## src/rtl/mem_arb_pkg.sv

```systemverilog
// Shared types and constants for the two-port memory arbiter.
//   arb_state_t : arbiter FSM state (IDLE, BUSY_IF, BUSY_DM)
//   owner_t     : which requester owns the access in flight
//   BE_ALL      : all-ones byte-enable source, sliced to the bus byte width
package mem_arb_pkg;

  typedef enum logic [1:0] {
    IDLE    = 2'd0,
    BUSY_IF = 2'd1,
    BUSY_DM = 2'd2
  } arb_state_t;

  typedef enum logic {
    OWN_IF = 1'b0,
    OWN_DM = 1'b1
  } owner_t;

  // Wide enough for any practical DATA_WIDTH; users take the low BE bits.
  localparam int BE_MAX_WIDTH = 128;
  localparam logic [BE_MAX_WIDTH-1:0] BE_ALL = '1;

endpackage

```

## src/rtl/mem_arbiter_if.sv

```systemverilog
// Bus bundle between the two requesters (IF fetch, DM load/store), the
// arbiter and the single-port memory.
//   slave  : arbiter view (takes requests + memory response, drives grants,
//            responses and the memory command)
//   master : environment view (requesters and memory), the mirror image
// Handshake: a requester raises req with a stable payload and keeps both
// stable until it sees gnt high in a cycle; the payload is captured on that
// clock edge. Responses come back as a one-cycle rvalid pulse. The memory
// command (mem_*) stays stable while mem_req is high until mem_ready=1.
interface mem_arbiter_if #(
  parameter int ADDR_WIDTH = 32,
  parameter int DATA_WIDTH = 32
);
  localparam int BE_WIDTH = DATA_WIDTH / 8;

  logic                  if_req;
  logic [ADDR_WIDTH-1:0] if_addr;
  logic                  if_gnt;
  logic                  if_rvalid;
  logic [DATA_WIDTH-1:0] if_rdata;

  logic                  dm_req;
  logic                  dm_we;
  logic [ADDR_WIDTH-1:0] dm_addr;
  logic [DATA_WIDTH-1:0] dm_wdata;
  logic [BE_WIDTH-1:0]   dm_be;
  logic                  dm_gnt;
  logic                  dm_rvalid;
  logic [DATA_WIDTH-1:0] dm_rdata;

  logic                  mem_req;
  logic                  mem_we;
  logic [ADDR_WIDTH-1:0] mem_addr;
  logic [DATA_WIDTH-1:0] mem_wdata;
  logic [BE_WIDTH-1:0]   mem_be;
  logic                  mem_ready;
  logic [DATA_WIDTH-1:0] mem_rdata;

  modport slave (
    input  if_req, if_addr, dm_req, dm_we, dm_addr, dm_wdata, dm_be,
           mem_ready, mem_rdata,
    output if_gnt, if_rvalid, if_rdata, dm_gnt, dm_rvalid, dm_rdata,
           mem_req, mem_we, mem_addr, mem_wdata, mem_be
  );

  modport master (
    output if_req, if_addr, dm_req, dm_we, dm_addr, dm_wdata, dm_be,
           mem_ready, mem_rdata,
    input  if_gnt, if_rvalid, if_rdata, dm_gnt, dm_rvalid, dm_rdata,
           mem_req, mem_we, mem_addr, mem_wdata, mem_be
  );

endinterface

```

## src/rtl/mem_arb_pick.sv

```systemverilog
// Winner selection between fetch and data requests.
//   if_req, dm_req : pending requests
//   starved        : fetch has been passed over the maximum number of times
//   pick_if/pick_dm: one-hot (or zero) winner
// Data wins ties unless the fetch side is starved.
module mem_arb_pick (
  input  logic if_req,
  input  logic dm_req,
  input  logic starved,
  output logic pick_if,
  output logic pick_dm
);

  assign pick_if = if_req && (!dm_req || starved);
  assign pick_dm = dm_req && !pick_if;

endmodule

```

## src/rtl/mem_arbiter.sv

```systemverilog
// Arbiter sharing one single-port memory between instruction fetch (IF) and
// load/store (DM). One access in flight at a time; memory command registered.
//   clk       : rising-edge clock
//   rst       : asynchronous active-low reset
//   bus       : request/grant, response and memory signals (slave modport)
//   busy      : an access is in flight
//   dbg_state : current FSM state
module mem_arbiter
  import mem_arb_pkg::*;
#(
  parameter int ADDR_WIDTH   = 32,
  parameter int DATA_WIDTH   = 32,
  parameter int STARVE_LIMIT = 4
) (
  input  logic            clk,
  input  logic            rst,
  mem_arbiter_if.slave    bus,
  output logic            busy,
  output arb_state_t      dbg_state
);

  localparam int BE_WIDTH  = DATA_WIDTH / 8;
  localparam int CNT_WIDTH = $clog2(STARVE_LIMIT + 1);
  localparam logic [CNT_WIDTH-1:0] CNT_MAX = CNT_WIDTH'(STARVE_LIMIT);

  if (STARVE_LIMIT < 1) begin : g_bad_limit
    $error("mem_arbiter: STARVE_LIMIT must be at least 1");
  end

  arb_state_t            state;
  logic [CNT_WIDTH-1:0]  starve_cnt;
  owner_t                owner;
  logic                  window, done;
  logic                  pick_if, pick_dm, gnt_if, gnt_dm;

  logic                  mem_req_q, mem_we_q;
  logic [ADDR_WIDTH-1:0] mem_addr_q;
  logic [DATA_WIDTH-1:0] mem_wdata_q;
  logic [BE_WIDTH-1:0]   mem_be_q;
  logic                  if_rvalid_q, dm_rvalid_q;
  logic [DATA_WIDTH-1:0] if_rdata_q, dm_rdata_q;

  assign owner  = (state == BUSY_DM) ? OWN_DM : OWN_IF;
  // Completion of the access in flight; mem_ready while IDLE means nothing.
  assign done   = (state != IDLE) && bus.mem_ready;
  // A new access may start whenever the memory port is free by the next edge.
  assign window = (state == IDLE) || done;

  mem_arb_pick u_pick (
    .if_req  (bus.if_req),
    .dm_req  (bus.dm_req),
    .starved (starve_cnt == CNT_MAX),
    .pick_if (pick_if),
    .pick_dm (pick_dm)
  );

  // Grants are combinational but forced low while reset is held.
  assign gnt_if = rst && window && pick_if;
  assign gnt_dm = rst && window && pick_dm;

  always_ff @(posedge clk or negedge rst) begin
    if (!rst) begin
      state       <= IDLE;
      starve_cnt  <= '0;
      mem_req_q   <= 1'b0;
      mem_we_q    <= 1'b0;
      mem_addr_q  <= '0;
      mem_wdata_q <= '0;
      mem_be_q    <= '0;
    end else if (gnt_dm) begin
      state       <= BUSY_DM;
      mem_req_q   <= 1'b1;
      mem_we_q    <= bus.dm_we;
      mem_addr_q  <= bus.dm_addr;
      mem_wdata_q <= bus.dm_wdata;
      mem_be_q    <= bus.dm_be;
      // Count DM wins that left a fetch waiting; saturate at the limit.
      if (!bus.if_req) begin
        starve_cnt <= '0;
      end else if (starve_cnt != CNT_MAX) begin
        starve_cnt <= starve_cnt + CNT_WIDTH'(1);
      end
    end else if (gnt_if) begin
      state       <= BUSY_IF;
      mem_req_q   <= 1'b1;
      mem_we_q    <= 1'b0;
      mem_addr_q  <= bus.if_addr;
      mem_wdata_q <= '0;
      mem_be_q    <= BE_ALL[BE_WIDTH-1:0];
      starve_cnt  <= '0;
    end else if (done) begin
      state     <= IDLE;
      mem_req_q <= 1'b0;
    end
  end

  // Response path: rdata registers only change on a read completion.
  always_ff @(posedge clk or negedge rst) begin
    if (!rst) begin
      if_rvalid_q <= 1'b0;
      dm_rvalid_q <= 1'b0;
      if_rdata_q  <= '0;
      dm_rdata_q  <= '0;
    end else begin
      if_rvalid_q <= done && (owner == OWN_IF);
      dm_rvalid_q <= done && (owner == OWN_DM);
      if (done && (owner == OWN_IF)) begin
        if_rdata_q <= bus.mem_rdata;
      end
      if (done && (owner == OWN_DM) && !mem_we_q) begin
        dm_rdata_q <= bus.mem_rdata;
      end
    end
  end

  assign bus.if_gnt    = gnt_if;
  assign bus.dm_gnt    = gnt_dm;
  assign bus.if_rvalid = if_rvalid_q;
  assign bus.if_rdata  = if_rdata_q;
  assign bus.dm_rvalid = dm_rvalid_q;
  assign bus.dm_rdata  = dm_rdata_q;
  assign bus.mem_req   = mem_req_q;
  assign bus.mem_we    = mem_we_q;
  assign bus.mem_addr  = mem_addr_q;
  assign bus.mem_wdata = mem_wdata_q;
  assign bus.mem_be    = mem_be_q;

  assign busy      = (state != IDLE);
  assign dbg_state = state;

endmodule

```

## src/flat_wrapper.sv

```systemverilog
// flat-port wrapper written by rule: the top's interface ports become plain ports
module mem_arbiter_flat import mem_arb_pkg::*;
#(
  parameter int ADDR_WIDTH   = 32,
  parameter int DATA_WIDTH   = 32,
  parameter int STARVE_LIMIT = 4
)
  (clk, rst, busy, dbg_state, bus_if_req, bus_if_addr, bus_dm_req, bus_dm_we, bus_dm_addr, bus_dm_wdata, bus_dm_be, bus_mem_ready, bus_mem_rdata, bus_if_gnt, bus_if_rvalid, bus_if_rdata, bus_dm_gnt, bus_dm_rvalid, bus_dm_rdata, bus_mem_req, bus_mem_we, bus_mem_addr, bus_mem_wdata, bus_mem_be);
  mem_arbiter_if #(.ADDR_WIDTH(ADDR_WIDTH), .DATA_WIDTH(DATA_WIDTH)) bus_i ();
  input  logic clk;
  input  logic rst;
  output logic busy;
  output arb_state_t dbg_state;
  input wire logic [$bits(bus_i.if_req)-1:0] bus_if_req;
  input wire logic [$bits(bus_i.if_addr)-1:0] bus_if_addr;
  input wire logic [$bits(bus_i.dm_req)-1:0] bus_dm_req;
  input wire logic [$bits(bus_i.dm_we)-1:0] bus_dm_we;
  input wire logic [$bits(bus_i.dm_addr)-1:0] bus_dm_addr;
  input wire logic [$bits(bus_i.dm_wdata)-1:0] bus_dm_wdata;
  input wire logic [$bits(bus_i.dm_be)-1:0] bus_dm_be;
  input wire logic [$bits(bus_i.mem_ready)-1:0] bus_mem_ready;
  input wire logic [$bits(bus_i.mem_rdata)-1:0] bus_mem_rdata;
  output wire logic [$bits(bus_i.if_gnt)-1:0] bus_if_gnt;
  output wire logic [$bits(bus_i.if_rvalid)-1:0] bus_if_rvalid;
  output wire logic [$bits(bus_i.if_rdata)-1:0] bus_if_rdata;
  output wire logic [$bits(bus_i.dm_gnt)-1:0] bus_dm_gnt;
  output wire logic [$bits(bus_i.dm_rvalid)-1:0] bus_dm_rvalid;
  output wire logic [$bits(bus_i.dm_rdata)-1:0] bus_dm_rdata;
  output wire logic [$bits(bus_i.mem_req)-1:0] bus_mem_req;
  output wire logic [$bits(bus_i.mem_we)-1:0] bus_mem_we;
  output wire logic [$bits(bus_i.mem_addr)-1:0] bus_mem_addr;
  output wire logic [$bits(bus_i.mem_wdata)-1:0] bus_mem_wdata;
  output wire logic [$bits(bus_i.mem_be)-1:0] bus_mem_be;
  assign bus_i.if_req = bus_if_req;
  assign bus_i.if_addr = bus_if_addr;
  assign bus_i.dm_req = bus_dm_req;
  assign bus_i.dm_we = bus_dm_we;
  assign bus_i.dm_addr = bus_dm_addr;
  assign bus_i.dm_wdata = bus_dm_wdata;
  assign bus_i.dm_be = bus_dm_be;
  assign bus_i.mem_ready = bus_mem_ready;
  assign bus_i.mem_rdata = bus_mem_rdata;
  assign bus_if_gnt = bus_i.if_gnt;
  assign bus_if_rvalid = bus_i.if_rvalid;
  assign bus_if_rdata = bus_i.if_rdata;
  assign bus_dm_gnt = bus_i.dm_gnt;
  assign bus_dm_rvalid = bus_i.dm_rvalid;
  assign bus_dm_rdata = bus_i.dm_rdata;
  assign bus_mem_req = bus_i.mem_req;
  assign bus_mem_we = bus_i.mem_we;
  assign bus_mem_addr = bus_i.mem_addr;
  assign bus_mem_wdata = bus_i.mem_wdata;
  assign bus_mem_be = bus_i.mem_be;
  mem_arbiter #(.ADDR_WIDTH(ADDR_WIDTH), .DATA_WIDTH(DATA_WIDTH), .STARVE_LIMIT(STARVE_LIMIT)) u_core (.clk(clk), .rst(rst), .bus(bus_i), .busy(busy), .dbg_state(dbg_state));
endmodule
```

## config.mk

```make
export PLATFORM = sky130hd
export DESIGN_NAME = mem_arbiter_flat
export DESIGN_NICKNAME = d
export VERILOG_FILES = /design/src/rtl/mem_arb_pkg.sv /design/src/rtl/mem_arbiter_if.sv /design/src/rtl/mem_arb_pick.sv /design/src/rtl/mem_arbiter.sv /design/src/flat_wrapper.sv
export SDC_FILE = /design/constraint.sdc
export NUM_CORES = 1
export LEC_CHECK = 0
export ABC_AREA = 1
export CORE_MARGIN = 5
export CORE_UTILIZATION = 42
export CTS_CLUSTER_DIAMETER = 50
export DETAILED_ROUTE_END_ITERATION = 10
export PLACE_DENSITY = 0.85
export SKIP_LAST_GASP = 1
export SYNTH_ARGS = -nofsm -noshare
export SYNTH_HDL_FRONTEND = slang
export SYNTH_SLANG_ARGS = --single-unit
```

## constraint.sdc

```tcl
create_clock -name clk -period 2.1 [get_ports clk]
set_clock_uncertainty 0.1 [all_clocks]
set_input_delay 0.42 -clock clk [delete_from_list [all_inputs] [get_ports clk]]
set_output_delay 0.42 -clock clk [all_outputs]
set_load 0.03 [all_outputs]
```

==> results.yml, run 1 <==
run_status:
  status: "completed"
critical_path:
  cp-start-kind: "flop"
  max_stage_delay_ns: 0.40
  crit_path_end_kind: "output port"
  crit_type: "reg -> out"
  critPathRequiredTime_ns: 1.58
  path_max_fanout: 3
  path_cells: "inv_2 > ha_4 > nand2_4 > a21oi_2 > nand2_1 > inv_1 > buf_6"
  slowest_stage: "dfrtp_1"
  worstPathArrival_ns: 1.53
  cp_num_buf_inv: 3
  critical_path.top_delay_family: "flip-flops"
routing:
  avgViaCountPerCell: 4.60
  dr.pass1.iters: 4
  drc_errors: 0
  wire_per_inst_um: 14.8
  vias: 5530
  drt_iter0_markers: 219
  detail-route-antenna-nets: 0
  routed_wl_um: 17700
synthesis:
  synthXorXnorAreaFrac_pct: 0.144
  syn_inst: 720
  async_flop_share_pct: 100
  synth_edf_count: 0
  synth_area_leader_cell: "dfrtp_1"
  synth_ff_type: "dfrtp_1"
  synth_top_area_share_pct: 57.9
  yosysMostFrequentCell: "nand2_1"
  ys_warn_count: 0
  synth_top_family_by_area: "simple AND/OR/NAND/NOR gates"
  synthTopCellsByArea: "dfrtp_1, nand2_1, inv_1"
  ys_seq_area_share_pct: 57.9
  syn_nets: 860
  ys_top_cells_by_count: "nand2_1, dfrtp_1, inv_1, nor2_1, o21ai_0"
  synth_area_um2: 6090
  yosys.area_share.simple_pct: 25.0
  synth-adder-area-share_pct: 0.411
  synthMuxAreaShare_pct: 0
  synth-compound-area-share_pct: 7.40
  post_synth.cell_area_avg_um2: 8.46
  synth.ff_latch_count: 141
  synth.distinct_cells: 23
power:
  power.leakage_nw: 4.92
  finalPower_mw: 12.3
  powerDensity_nw_per_um2: 1260
  vdd_ir_drop_max_mv: 0.529
clock_network:
  clock_latency_ns: 0.41
  ctsHtreeMaxLevel: 4
  clockBufferDepth: 2
  cts-buffers-inserted: 17
  clock-root-buffer: "clkbuf_16"
  clkSinkCount: 141
  cts_tree: "done"
  clk_pin_slew_ns: 0.06
layout:
  area_delta_synth_final_pct: 60.4
  final_core_util_pct: 68.0
  stdcell_count: 1201
  stdcell_area_um2: 9770
  nFillCells: 1110
  final_layout_size_suffix_gt1_share_pct: 9.25
  final_nets: 1144
floorplan:
  die_w_um: 130
  row_count: 44
  core-area_um2: 14400
  fp.dieH_um: 130
  io_pins: 279
  start_util_pct: 42.4
  dieArea_um2: 17000
timing:
  drv_slew: 0
  rsz0062_at_grt: "yes"
  finalCriticalPeriod_ns: 2.05
  setup_viol: 0
  post-route-period-util_pct: 97.9
  worstMarginPinSlew_ns: 0.508
  maxSlewHeadroom_pct: 66.1
  hold_ws_ns: 0.0143
  fmax_ghz: 0.487
  finalHoldViolCount: 0
placement:
  io_buffers: 278
  hpwl_um: 12800
  dpl_cell_area_um2: 9060
  placedCellCount: 1164
  gp_congestion: 0.794
global_route:
  grt_max_degree: 97
  grt_pass1_vias: 5502
  grt_pass1_wl_um: 26900
  track_usage_pct: 20.4
  antenna_found_initial: 0
  grt_overflow: 0
job:
  max_cap_violations: 0
hold_path:
  min-delay-path-class: "in -> async"
## report_power, final
part / total, mW / leakage, nW / switching (mW) / internal, mW
clock: 3.17 / 0.303 / 1.15 / 2.02
sequential: 4.02 / 1.77 / 0.469 / 3.55
combinational: 5.10 / 2.85 / 2.97 / 2.14
total: 12.3 / 4.92 / 4.59 / 7.71
## layout make-up
class	instances	area (um^2)	share of cell area, %
clock inverters	13	189	1.93
well taps	184	230	2.36
multi-input cells	466	2050	21.0
diodes	1	2.50	0.0256
repair buffers	300	3040	31.1
inverters	78	293	3.00
clock buffers	18	439	4.50
flip-flops and latches	141	3530	36.1
## logic make-up after synthesis
family                   Yosys count
AO/OA/AOI/OAI                     73
buffers and inverters            113
XOR/XNOR                           1
flip-flops                       141
adder cells (fa/ha/maj)            2
AND/OR/NAND/NOR                  390
## worst paths after layout
kind / startpoint / to / slack [ns] / cells after the start
worst min register to register: u_core.bus.mem_wdata[18] / u_core.bus.mem_wdata[18] / 0.38 / 2
worst max-delay path: u_core.starve_cnt[1] / bus_if_gnt / 0.05 / 7
min in group clk: bus_mem_ready / u_core.bus.dm_rvalid / 0.27 / 3
worst min-delay path: rst / u_core.bus.if_rdata[24] / 0.01 / 2
max in group asynchronous: rst / u_core.bus.mem_req / 1.12 / 2
worst max register to register: u_core.starve_cnt[1] / u_core.bus.mem_addr[24] / 0.38 / 11
## worst reg2reg max path, delay by kind of cell, from the launching register on
family	cells	cell delay (ns)
adder cells (fa/ha/maj)	1	0.14
AND/OR/NAND/NOR	5	0.32
buffers and inverters	4	0.47
flip-flops	1	0.40
AO/OA/AOI/OAI	1	0.18
## layout by cell type (no fill, tap or decap), drive strengths merged, types with 2 or more instances in the layout
cell / instances
clkinv: 5
clkbuf: 18
nand3: 3
o21ai: 71
dfrtp: 141
nand2: 315
clkdlybuf4s50: 271
clkinvlp: 2
inv: 80
dlygate4sd2: 3
ha: 2
buf: 24
bufinv: 4
nor2: 71
## registers in the layout (all words and copies together) (netlist names)
signal and count:
u_core.starve_cnt 3, u_core.dbg_state 2, u_core.bus.mem_be 4, u_core.bus.dm_rdata 32
u_core.bus.mem_we 1, u_core.bus.if_rdata 32, u_core.bus.mem_wdata 32, u_core.bus.mem_addr 32
u_core.bus.dm_rvalid 1, u_core.bus.mem_req 1, u_core.bus.if_rvalid 1
## per-layer routing
metal  up-vias  routed length, um  global-route usage (%)
met5         -                  0                       0
met4         0                327                    6.84
met3        27               1820                    8.74
met2       232               8750                    34.2
met1      2542               6830                    23.6
li1       2729                  -                       -
## through the flow
step / setup slack, ns / TNS, ns
finish: 0.0451 / 0
global route: -0.0433 / -0.0490
CTS: 0.0104 / 0
detailed placement: 0.0295 / 0
global placement: 0.0384 / 0
floorplan: 0.347 / 0
## repair_timing
action,4_1_cts,5_1_grt
endpoints found under the hold margin,9,0
gates cloned,0,0
gates resized for setup,6,8
endpoints found under the setup margin,5,2
setup buffers,2,2
hold buffers,1,0
pin swaps,1,3
No activity file was read; power rests on OpenSTA's default activity.
==> inputs of run 2 (changes only) <==
--- a/config.mk
+++ b/config.mk
@@ -6,7 +6,7 @@
 export NUM_CORES = 1
 export LEC_CHECK = 0
 export ABC_AREA = 1
-export CORE_MARGIN = 5
+export CORE_MARGIN = 2
 export CORE_UTILIZATION = 42
 export CTS_CLUSTER_DIAMETER = 50
 export DETAILED_ROUTE_END_ITERATION = 10
==> run 2 against run 1 <==
Combinational power barely moved. Clock-buffer cell count rose by 2. Maximum frequency rose by 1.2%. Sequential power barely moved. Critical path depth fell by 6.
==> results.yml, run 2 (synthesized netlist as in run 1, its figures left out) <==
layout:
  final_layout_size_suffix_gt1_share_pct: 9.86
  nFillCells: 1145
  antenna_cells: 0
  stdcell_count: 1208
  final_nets: 1151
  final_cell_mix: "nand2_1, clkdlybuf4s50_1, dfrtp_1, inv_1, nor2_1"
  area_delta_synth_final_pct: 61.2
  final_common_cell: "nand2_1"
clock_network:
  clock_latency_ns: 0.41
  clk_pin_slew_ns: 0.06
  clkSinkCount: 141
  ctsHtreeMaxLevel: 4
  cts_tree: "done"
  clockBufferDepth: 2
  clock-root-buffer: "clkbuf_16"
  cts-buffers-inserted: 17
job:
  max_cap_violations: 0
floorplan:
  start_util_pct: 42.4
  dieArea_um2: 15500
  core-area_um2: 14400
  io_pins: 279
  die_w_um: 124
  fp.dieH_um: 124
  row_count: 44
timing:
  post-route-period-util_pct: 96.7
  maxSlewHeadroom_pct: 33.6
  fmax_ghz: 0.492
  worstMarginPinSlew_ns: 0.992
  finalCriticalPeriod_ns: 2.03
  fin_setup_tns_ns: 0
  drv_slew: 0
  setup_viol: 0
  rsz0062_at_grt: "yes"
  finalHoldViolCount: 0
critical_path:
  max_stage_delay_ns: 0.69
  crit_type: "reg -> out"
  path_cells: "clkdlybuf4s50_1"
  worstPathArrival_ns: 1.51
  cp-start-kind: "flop"
  critPathRequiredTime_ns: 1.58
  critical_path.top_delay_family: "buffers and inverters"
  crit_path_end_kind: "output port"
  cp_num_buf_inv: 1
  path_max_fanout: 2
  slowest_stage: "clkdlybuf4s50_1"
routing:
  detail-route-antenna-nets: 0
  drc_errors: 0
  avgViaCountPerCell: 4.65
  dr.pass1.iters: 4
  routed_wl_um: 17400
  drt_iter0_markers: 267
  wire_per_inst_um: 14.4
  vias: 5619
run_status:
  status: "completed"
global_route:
  track_usage_pct: 23.2
  grt_overflow: 0
  antenna_found_initial: 0
  grt_max_degree: 83
  grt_pass1_vias: 5676
  grt_pass1_wl_um: 28500
power:
  finalPower_mw: 12.3
  power.leakage_nw: 4.94
  powerDensity_nw_per_um2: 1250
  vdd_ir_drop_max_mv: 0.567
placement:
  gp_congestion: 0.821
  placedCellCount: 1172
  io_buffers: 278
  hpwl_um: 12500
hold_path:
  min-delay-path-class: "in -> async"
==> run 2: changes by cell type in the layout (fill, tap and decap cells not counted), sizes merged <==
cell,delta
clkdlybuf4s50,+1
clkinvlp,-1
bufinv,-1
clkbuf,+2
diode,-1
dlymetal6s2s,-1
buf,+6
dlygate4sd3,+1
clkinv,+1
==> run 2: layout make-up <==
type | count | area [um^2] | area share (%)
tap | 184 | 230 | 2.35
inverter | 78 | 293 | 2.98
sequential | 141 | 3530 | 35.9
clock inverter | 12 | 160 | 1.63
clock buffer | 20 | 457 | 4.65
multi-input combinational | 466 | 2050 | 20.8
timing repair buffer | 307 | 3100 | 31.6
==> run 2: final timing paths <==
check | startpoint | slack (ns) | endpoint | cells after the start
max in group asynchronous | rst | 0.64 | u_core.bus.mem_we | 2
min in group clk | u_core.bus.mem_addr[25] | 0.37 | u_core.bus.mem_addr[25] | 2
worst min-delay path | rst | 0.007 | u_core.bus.mem_addr[9] | 2
worst max register to register | u_core.dbg_state[0] | 0.37 | u_core.bus.mem_wdata[29] | 8
worst max-delay path | u_core.bus.mem_addr[3] | 0.07 | bus_mem_addr[3] | 1
worst min register to register | u_core.bus.mem_addr[25] | 0.37 | u_core.bus.mem_addr[25] | 2
==> run 2: per-stage QoR <==
| step | worst slack (ns) | area (um^2) | hold slack [ns] | utilization, % |
|---|---|---|---|---|
| 2_1_floorplan | 0.347 | 6090 | 0.0244 | - |
| 3_3_place_gp | 0.0319 | 9130 | 0.203 | 63.6 |
| 3_5_place_dp | -0.0414 | 9130 | 0.204 | 63.6 |
| 4_1_cts | 0.00599 | 9780 | 0.0139 | 68.1 |
| 5_1_grt | -0.0252 | 9820 | 0.0359 | 68.3 |
| 6_report | 0.0693 | 9820 | 0.00703 | 68.3 |
==> run 2: per-layer routing <==
metal | GRT usage, % | vias up | wire [um]
li1 | - | 2747 | -
met1 | 26.1 | 2604 | 6750
met2 | 40.0 | 229 | 8810
met3 | 8.29 | 39 | 1350
met4 | 9.45 | 0 | 540
met5 | 0 | - | 0
==> run 2: where the power goes <==
part | internal [mW] | total [mW] | switching, mW | leakage, nW
clock network | 1.94 | 3.11 | 1.17 | 0.301
logic | 2.15 | 5.12 | 2.97 | 2.87
registers | 3.55 | 4.03 | 0.483 | 1.77
total | 7.64 | 12.3 | 4.62 | 4.94
==> run 2: repair_timing <==
action,in CTS,in global routing
pin swaps,3,2
endpoints found under the setup margin,5,2
cloned,0,0
gates resized for setup,7,6
hold endpoints to repair,21,0
hold buffers,2,0
buffers inserted,1,2
==> inputs of run 3 (changes only) <==
--- a/config.mk
+++ b/config.mk
@@ -6,12 +6,13 @@
 export NUM_CORES = 1
 export LEC_CHECK = 0
 export ABC_AREA = 1
-export CORE_MARGIN = 2
+export CORE_MARGIN = 5
 export CORE_UTILIZATION = 42
 export CTS_CLUSTER_DIAMETER = 50
 export DETAILED_ROUTE_END_ITERATION = 10
 export PLACE_DENSITY = 0.85
 export SKIP_LAST_GASP = 1
+export SLEW_MARGIN = 20
 export SYNTH_ARGS = -nofsm -noshare
 export SYNTH_HDL_FRONTEND = slang
 export SYNTH_SLANG_ARGS = --single-unit
==> results of run 3 <==
The final DEF is identical to that of run 1; final timing and power are the same.
